### src/rtl/mem_arbiter.sv
// Byte-serial external memory sequencer shared between icache fetches and LSB loads/stores.
// Optional build macro MEM_ARB_LSB_PRIORITY_EN: LSB wins ties instead of round-robin.
module mem_arbiter #(
    parameter int unsigned ADDR_WIDTH = 32,
    parameter logic [1:0]  IO_ADDR_HI = 2'b11
) (
    input  logic                  clk,
    input  logic                  rst,
    input  logic                  rdy,
    input  logic                  rollback,
    input  logic                  io_buffer_full,
    input  logic [7:0]            mem_din,
    output logic [7:0]            mem_dout,
    output logic [ADDR_WIDTH-1:0] mem_a,
    output logic                  mem_wr,
    input  logic                  if_valid,
    input  logic [ADDR_WIDTH-1:0] if_addr,
    output logic                  if_done,
    output logic [31:0]           if_data,
    input  logic                  ls_valid,
    input  logic                  ls_wr,
    input  logic [1:0]            ls_width,
    input  logic [ADDR_WIDTH-1:0] ls_addr,
    input  logic [31:0]           ls_wdata,
    output logic                  ls_done,
    output logic [31:0]           ls_rdata
);

    // state   | meaning
    // IDLE    | no access in flight, arbitrating
    // IFETCH  | 4-byte instruction read, cnt = byte index on mem_a
    // LOAD    | 1/2/4-byte data read, cnt = byte index on mem_a
    // STORE   | 1/2/4-byte write, cnt = byte index being written
    typedef enum logic [1:0] {
        S_IDLE   = 2'd0,
        S_IFETCH = 2'd1,
        S_LOAD   = 2'd2,
        S_STORE  = 2'd3
    } state_t;

    localparam logic [ADDR_WIDTH-1:0] ADDR_ONE = ADDR_WIDTH'(1);

    state_t                state_q;
    logic [ADDR_WIDTH-1:0] mem_a_q;
    logic [7:0]            mem_dout_q;
    logic                  mem_wr_q;
    logic                  if_done_q;
    logic                  ls_done_q;
    logic [31:0]           if_data_q;
    logic [31:0]           ls_rdata_q;
    logic [31:0]           buf_q;
    logic [2:0]            cnt_q;
    logic [2:0]            n_q;
`ifndef MEM_ARB_LSB_PRIORITY_EN
    logic                  last_ls_q;
`endif

    logic       ls_is_io;
    logic       ls_elig;
    logic       if_elig;
    logic       grant_ls;
    logic       grant_if;
    logic [2:0] ls_n;
    logic [1:0] rd_sel;
    logic [1:0] wr_sel;
    logic [31:0] buf_d;

    always_comb begin
        ls_n = 3'd4;
        case (ls_width)
            2'b00:   ls_n = 3'd1;
            2'b01:   ls_n = 3'd2;
            default: ls_n = 3'd4;
        endcase

        // Stores are committed, so rollback only blocks new reads.
        ls_is_io = (ls_addr[17:16] == IO_ADDR_HI);
        ls_elig  = ls_valid && !ls_done_q
                   && !(ls_wr && ls_is_io && io_buffer_full)
                   && !(rollback && !ls_wr);
        if_elig  = if_valid && !if_done_q && !rollback;

`ifdef MEM_ARB_LSB_PRIORITY_EN
        grant_ls = ls_elig;
`else
        grant_ls = ls_elig && (!if_elig || !last_ls_q);
`endif
        grant_if = if_elig && !grant_ls;

        rd_sel = 2'(cnt_q - 3'd1);
        wr_sel = 2'(cnt_q + 3'd1);

        // mem_din in cycle cnt carries the byte addressed in cycle cnt-1.
        buf_d = buf_q;
        if (cnt_q != 3'd0) begin
            buf_d[{rd_sel, 3'b000} +: 8] = mem_din;
        end
    end

    always_ff @(posedge clk or negedge rst) begin
        if (!rst) begin
            state_q    <= S_IDLE;
            mem_a_q    <= '0;
            mem_dout_q <= '0;
            mem_wr_q   <= 1'b0;
            if_done_q  <= 1'b0;
            ls_done_q  <= 1'b0;
            if_data_q  <= '0;
            ls_rdata_q <= '0;
            buf_q      <= '0;
            cnt_q      <= '0;
            n_q        <= '0;
`ifndef MEM_ARB_LSB_PRIORITY_EN
            last_ls_q  <= 1'b1;
`endif
        end else if (rdy) begin
            if_done_q <= 1'b0;
            ls_done_q <= 1'b0;
            case (state_q)
                S_IDLE: begin
                    mem_wr_q <= 1'b0;
                    cnt_q    <= '0;
                    buf_q    <= '0;
                    if (grant_ls) begin
                        state_q  <= ls_wr ? S_STORE : S_LOAD;
                        mem_a_q  <= ls_addr;
                        mem_wr_q <= ls_wr;
                        n_q      <= ls_n;
                        if (ls_wr) begin
                            mem_dout_q <= ls_wdata[7:0];
                        end
`ifndef MEM_ARB_LSB_PRIORITY_EN
                        last_ls_q <= 1'b1;
`endif
                    end else if (grant_if) begin
                        state_q <= S_IFETCH;
                        mem_a_q <= if_addr;
                        n_q     <= 3'd4;
`ifndef MEM_ARB_LSB_PRIORITY_EN
                        last_ls_q <= 1'b0;
`endif
                    end
                end

                S_IFETCH, S_LOAD: begin
                    mem_wr_q <= 1'b0;
                    if (rollback) begin
                        state_q <= S_IDLE;
                    end else begin
                        buf_q   <= buf_d;
                        cnt_q   <= cnt_q + 3'd1;
                        mem_a_q <= mem_a_q + ADDR_ONE;
                        if (cnt_q == n_q) begin
                            state_q <= S_IDLE;
                            if (state_q == S_IFETCH) begin
                                if_done_q <= 1'b1;
                                if_data_q <= buf_d;
                            end else begin
                                ls_done_q  <= 1'b1;
                                ls_rdata_q <= buf_d;
                            end
                        end
                    end
                end

                S_STORE: begin
                    if (cnt_q == n_q - 3'd1) begin
                        mem_wr_q  <= 1'b0;
                        ls_done_q <= 1'b1;
                        state_q   <= S_IDLE;
                    end else begin
                        cnt_q      <= cnt_q + 3'd1;
                        mem_a_q    <= mem_a_q + ADDR_ONE;
                        mem_dout_q <= ls_wdata[{wr_sel, 3'b000} +: 8];
                    end
                end

                default: begin
                    state_q  <= S_IDLE;
                    mem_wr_q <= 1'b0;
                end
            endcase
        end
    end

    assign mem_a    = mem_a_q;
    assign mem_dout = mem_dout_q;
    assign mem_wr   = mem_wr_q;
    assign if_done  = if_done_q;
    assign if_data  = if_data_q;
    assign ls_done  = ls_done_q;
    assign ls_rdata = ls_rdata_q;

endmodule

### config.mk
export PLATFORM = sky130hd
export DESIGN_NAME = mem_arbiter
export DESIGN_NICKNAME = d
export VERILOG_FILES = /design/src/rtl/mem_arbiter.sv
export SDC_FILE = /design/constraint.sdc
export NUM_CORES = 1
export LEC_CHECK = 0
export ABC_AREA = 0
export CAP_MARGIN = 20
export CORE_UTILIZATION = 52
export DETAILED_ROUTE_END_ITERATION = 7
export PLACE_DENSITY = 0.95
export RECOVER_POWER = 25
export SLEW_MARGIN = 20
export SYNTH_ARGS = -nofsm -noshare
export SYNTH_HDL_FRONTEND = slang
export SYNTH_SLANG_ARGS = --single-unit
### constraint.sdc
create_clock -name clk -period 6.9 [get_ports clk]
set_input_delay 1.38 -clock clk [delete_from_list [all_inputs] [get_ports clk]]
set_output_delay 1.38 -clock clk [all_outputs]
set_load 0.02 [all_outputs]
# Yosys cells after proc, flatten, opt, wreduce, memory -nomap -nowiden
# Index checks and enable logic that the tools add are counted.
totals:
  regBits: 148
op_classes:
  add_sub_neg: 5
  mux: 40
  n_reduce_logical: 36
  n_bitwise: 2
  shift: 3
  n_eq_ne: 14
ops:
  columns: ["op", "count"]
  rows:
  - ["two-way mux 32 bit", 6]
  - ["one-hot mux 32 bit (3 select lines)", 1]
  - ["one-hot mux 32 bit (2 select lines)", 1]
  - ["adder 32 x 1 -> 32 bit, second input constant", 1]
  - ["bitwise mux 32 bit", 1]
  - ["variable shift 8 x 7 -> 32 bit, first input constant", 1]
  - ["variable part select 32 x 6 -> 8 bit", 1]
  - ["variable part select 8 x 7 -> 32 bit", 1]
  - ["two-way mux 8 bit", 3]
  - ["one-hot mux 8 bit (2 select lines)", 1]
  - ["AND reduction 5 bit", 3]
  - ["two-way mux 1 bit", 13]
  - ["two-way mux 3 bit", 4]
  - ["logical AND 1 bit", 10]
  - ["two-way mux 2 bit", 5]
  - ["inequality test 2 bit, second input constant", 5]
  - ["zero test 1 bit", 9]
  - ["one-hot mux 3 bit (3 select lines)", 1]
  - ["AND reduction 3 bit", 3]
  - ["AND reduction 4 bit", 2]
  - ["negator 5 -> 7 bit", 1]
  - ["equality test 2 bit, second input constant", 3]
  - ["equality test 3 bit", 2]
  - ["inequality test 3 bit, second input constant", 2]
  - ["other kinds (15)", 20]

# Logic depth before layout (Yosys ltp)
logic_depth:
  ltp_word: 12
  ltp_mapped: 10
  ltp_nobuf: 8

# Least setup slack after synthesis
# No wires, ideal clock.
synth_timing:
  kind: "in2reg"
  start: "input port ls_valid"
  end: "register mem_a_q[15], in the netlist mem_a[15]"
  path_buffers: 3
  arrival_ns: 2.855
  stages: 9
  slack_ns: 3.969
  path_cell_list: "nor2b_1 > nand3_1 > nor2_1 > buf_2 > o211a_1 > clkbuf_1 > buf_2 > a22oi_1 > o21ai_1"
synth_between:
  elab_chain_cells: 8
synth_lines:
  columns: ["element", "line", "source"]
  rows:
  - ["start: declaration", "20", "input logic ls_valid,"]
  - ["logical AND 1 bit *", "78", "ls_elig = ls_valid && !ls_done_q"]
  - ["logical AND 1 bit *", "79", "&& !(ls_wr && ls_is_io && io_buffer_full)"]
  - ["logical AND 1 bit *", "80", "&& !(rollback && !ls_wr);"]
  - ["logical AND 1 bit *", "86", "grant_ls = ls_elig && (!if_elig || !last_ls_q);"]
  - ["zero test 1 bit", "88", "grant_if = if_elig && !grant_ls;"]
  - ["logical AND 1 bit", "88", null]
  - ["inequality test 3 bit (no source line)", null, null]
  - ["AND reduction 4 bit (no source line)", null, null]
  - ["end signal: assignment", "126", "mem_a_q <= ls_addr;"]
  - ["end signal: assignment", "137", "mem_a_q <= if_addr;"]
  - ["end signal: assignment", "152", "mem_a_q <= mem_a_q + ADDR_ONE;"]
  - ["end: declaration", "44", "logic [ADDR_WIDTH-1:0] mem_a_q;"]
# Every way passes the cells marked *; elsewhere a longest branch is shown, timed or not.
# A chain may end at the register's enable or synchronous reset.

# Worst setup path after layout
layout_timing:
  start: "input port rollback"
  end: "register mem_a_q[8], in the netlist mem_a[8]"
layout_between:
  elab_chain_cells: 9
layout_lines:
  columns: ["element", "line", "source"]
  rows:
  - ["start: declaration", "10", "input logic rollback,"]
  - ["zero test 1 bit", "81", "if_elig = if_valid && !if_done_q && !rollback;"]
  - ["logical AND 1 bit", "81", null]
  - ["zero test 1 bit", "86", null]
  - ["logical OR 1 bit", "86", null]
  - ["logical AND 1 bit", "86", null]
  - ["zero test 1 bit", "88", null]
  - ["logical AND 1 bit", "88", null]
  - ["inequality test 3 bit (no source line)", null, null]
  - ["AND reduction 4 bit (no source line)", null, null]
# Parallel ways exist; a longest one is shown, timed or not.

==> impl_results.md <==
- Average wire per standard cell: 19.6 um
- Netlist cell types: 67
- Chip height: 123 um
- Setup WS pre-CTS: 2840 ps
- Cell Count Post-Placement: 1129
- DR vias: 7263
- Post-route setup TNS: 0 ps
- Die W: 123 um
- Commonest non-fill, non-tap cell in the layout: clkdlybuf4s50_1
- Hold path depth: 2
- Period utilisation layout: 53.8%
- #FFs+latches synth: 148
- Clock sinks: 148
- Filler cell count: 948
- EDFF count, synth: 0
- Vias in the first global route: 6944
- CP Launch Type: input port
- Clk buf depth: 2
- Worst Hold Path EP: if_data[13]
- Yosys warning count: 0
- Crit end category: flip-flop
- Most frequent cells in the layout: clkdlybuf4s50_1 (219), dfrtp_1 (147), nand2_1 (93)
- Worst VDD drop: 0.215 mV
- Initial DRT Pass Iterations: 5
- Max_cap viols: 0
- DIE AREA: 0.0150 sq mm
- IO Port Bufs: 220
- RSZ-0062 raised after global routing: no
- Final worst slack: 3180 ps
- Ant. Diodes: 0
- Sequential share of the synthesized area: 48.9%
- Largest net degree at the start of global routing: 79
- Slew headroom: 27.7%
- Initial drt markers: 817
- Initial antenna violation count: 0
- Mapped cell area: 0.00757 sq mm
- Worst-Skew Late Latency: 440 ps
- DRC viols: 0
- Core Box Area: 0.0140 sq mm
- Fin. max-slew vios: 0
- # resized after CTS: 0
- Slew of the pin with the lowest slew margin: 1080 ps
- Area delta synth->final: 37.0%
- Gpl congestion: 0.927
- Post-CTS Setup Bufs: 0
- Cells after Synth: 778
- Worst r2r src: cnt_q[0]
- Fraction of layout cells with a size suffix above 1: 8.56%
- CP startpoint: rollback
- Via/cell ratio: 6.26
- Post-synth ARST share: 100%
- Reg2Reg Setup Slack: 3400 ps
- Initial Utilization: 53.9%
- Fmax: 269 MHz
- Hold crit path type: reg2reg
- DP Area: 0.00979 sq mm
- Final WL: 22700 um
- Clock Root Buffer: clkbuf_16
- Post-route cell area: 0.0104 sq mm
- Antenna viol nets, final: 0
- Htree depth: 4
- Critical path type: in2reg
- CTS tree: built
- Leak Pwr: 4.28 nW
- Clock skew: 9.32 ps
- # nets final: 1093
- Crit-path max FO: 29
- Io pins: 221
- All-Layer GR Usage: 31.0%
- Post-Layout Cell Count: 1161
- Hold-fix buffers at CTS: 0
- R2r endpoint: buf_q[16]
- Worst EP required: 7220 ps
- Power per cell area: 394 mW/mm^2
- Final Setup Violations: 0
- Worst-path clk slew: 60 ps
- Crit path DAT: 4030 ps
- First-pass GRT wire length: 35400 um
- Mapped Nets: 903
- GRT overflow: 0
- Rows: 43
- Commonest register cell after synthesis: dfrtp_1
- Endpoints failing hold: 0
- Synthesized area per cell: 9.73 sq um
- Outcome: completed
- R2R depth: 7
- CTS Buf Count: 17
- Hpwl dp: 15200 um
- Final min period: 3720 ps
- Hold path start: if_data[13]
state kept, by name (all words and copies together), names as in the netlist, 2 cells and up:
name,flops
buf_q,32
ls_rdata,32
cnt_q,3
state_q,2
n_q,3
if_data,32
mem_dout,8
mem_a,32
synthesized netlist by cell type (4+ instances only):
master      n  area, sq um
dfrtp_1   147         3680
nand2_1    94          353
a21oi_1    67          335
nor2_1     64          240
a22oi_1    39          293
a22o_1     34          298
o21ai_0    34          170
clkbuf_1   27          101
mux2_2     25          282
nand3_1    25          125
o21ai_1    22          110
inv_1      14         52.6
buf_1      11         41.3
buf_2      11         55.1
ha_1       11          138
a31oi_1    10         62.6
and3_1     10         62.6
o221a_1    10          113
nor3_1      9         45.0
o22ai_1     9         56.3
and4_1      8         70.1
nand4_1     8         50.1
mux2i_1     6         60.1
nor2b_1     6         37.5
buf_6       5         56.3
nor4_1      5         31.3
nor4_2      4         50.1
o21a_1      4         30.0
xnor2_1     4         35.0
kinds of logic after synthesis:
| logic type | Yosys count | synth area share, % |
|---|---|---|
| AOI/OAI and AO/OA | 261 | 23.6 |
| and+or+nand+nor | 251 | 15.9 |
| DFF | 148 | 48.9 |
| buffers and inverters | 68 | 4.05 |
| muxes | 34 | 4.96 |
| adders and majority gates | 11 | 1.82 |
| xor gates and xnor gates | 5 | 0.777 |
power breakdown:
group	switching (mW)	total (mW)	internal (mW)
Clock	0.405	0.910	0.505
Sequential	0.264	1.36	1.10
Combinational	1.02	1.82	0.798
through the flow:
stage                     total power, mW  utilization (%)  hold slack, ps
after floorplan                      2.43                -             466
after global placement               3.08             69.7             461
after detailed placement             3.14             69.7             475
after CTS                            4.06             73.8             490
after global routing                 4.29             73.8             514
final                                4.09             73.8             489
cell type report:
| class | count | area [sq um] | area share, % |
|---|---|---|---|
| Sequential cell | 148 | 3700 | 35.7 |
| Multi-Input combinational cell | 562 | 3570 | 34.5 |
| Timing Repair Buffer | 225 | 2240 | 21.6 |
| Clock buffer | 17 | 425 | 4.10 |
| Tap cell | 180 | 225 | 2.17 |
| Clock inverter | 15 | 145 | 1.40 |
| Inverter | 14 | 52.6 | 0.507 |
layer usage:
metal	share of wire, %	vias up	GRT usage (%)
li1	-	3240	-
met1	39	3570	37.7
met2	51	404	52.6
met3	8.5	49	8.74
met4	2.3	0	10.7
met5	0	-	0
how the worst max path moves through the flow:
stage          slack [ps]   endpoint  cells past startpoint
3_5_place_dp         2840  mem_a[17]                      8
3_3_place_gp         2940  mem_a[17]                      8
4_1_cts              3300  mem_a[17]                      8
6_report             3180   mem_a[8]                      8
5_1_grt              3090  mem_a[17]                      8
2_1_floorplan        3970  mem_a[15]                      9
worst max-delay path, cell delays in order:
cell and delay [ps]:
clkdlybuf4s50_1 540, nand2b_1 150, nand3_1 250, nor2_1 190, buf_4 270, o211a_1 850, nand3_1 190, o221a_1 190
(Power assumes the default switching activity.)
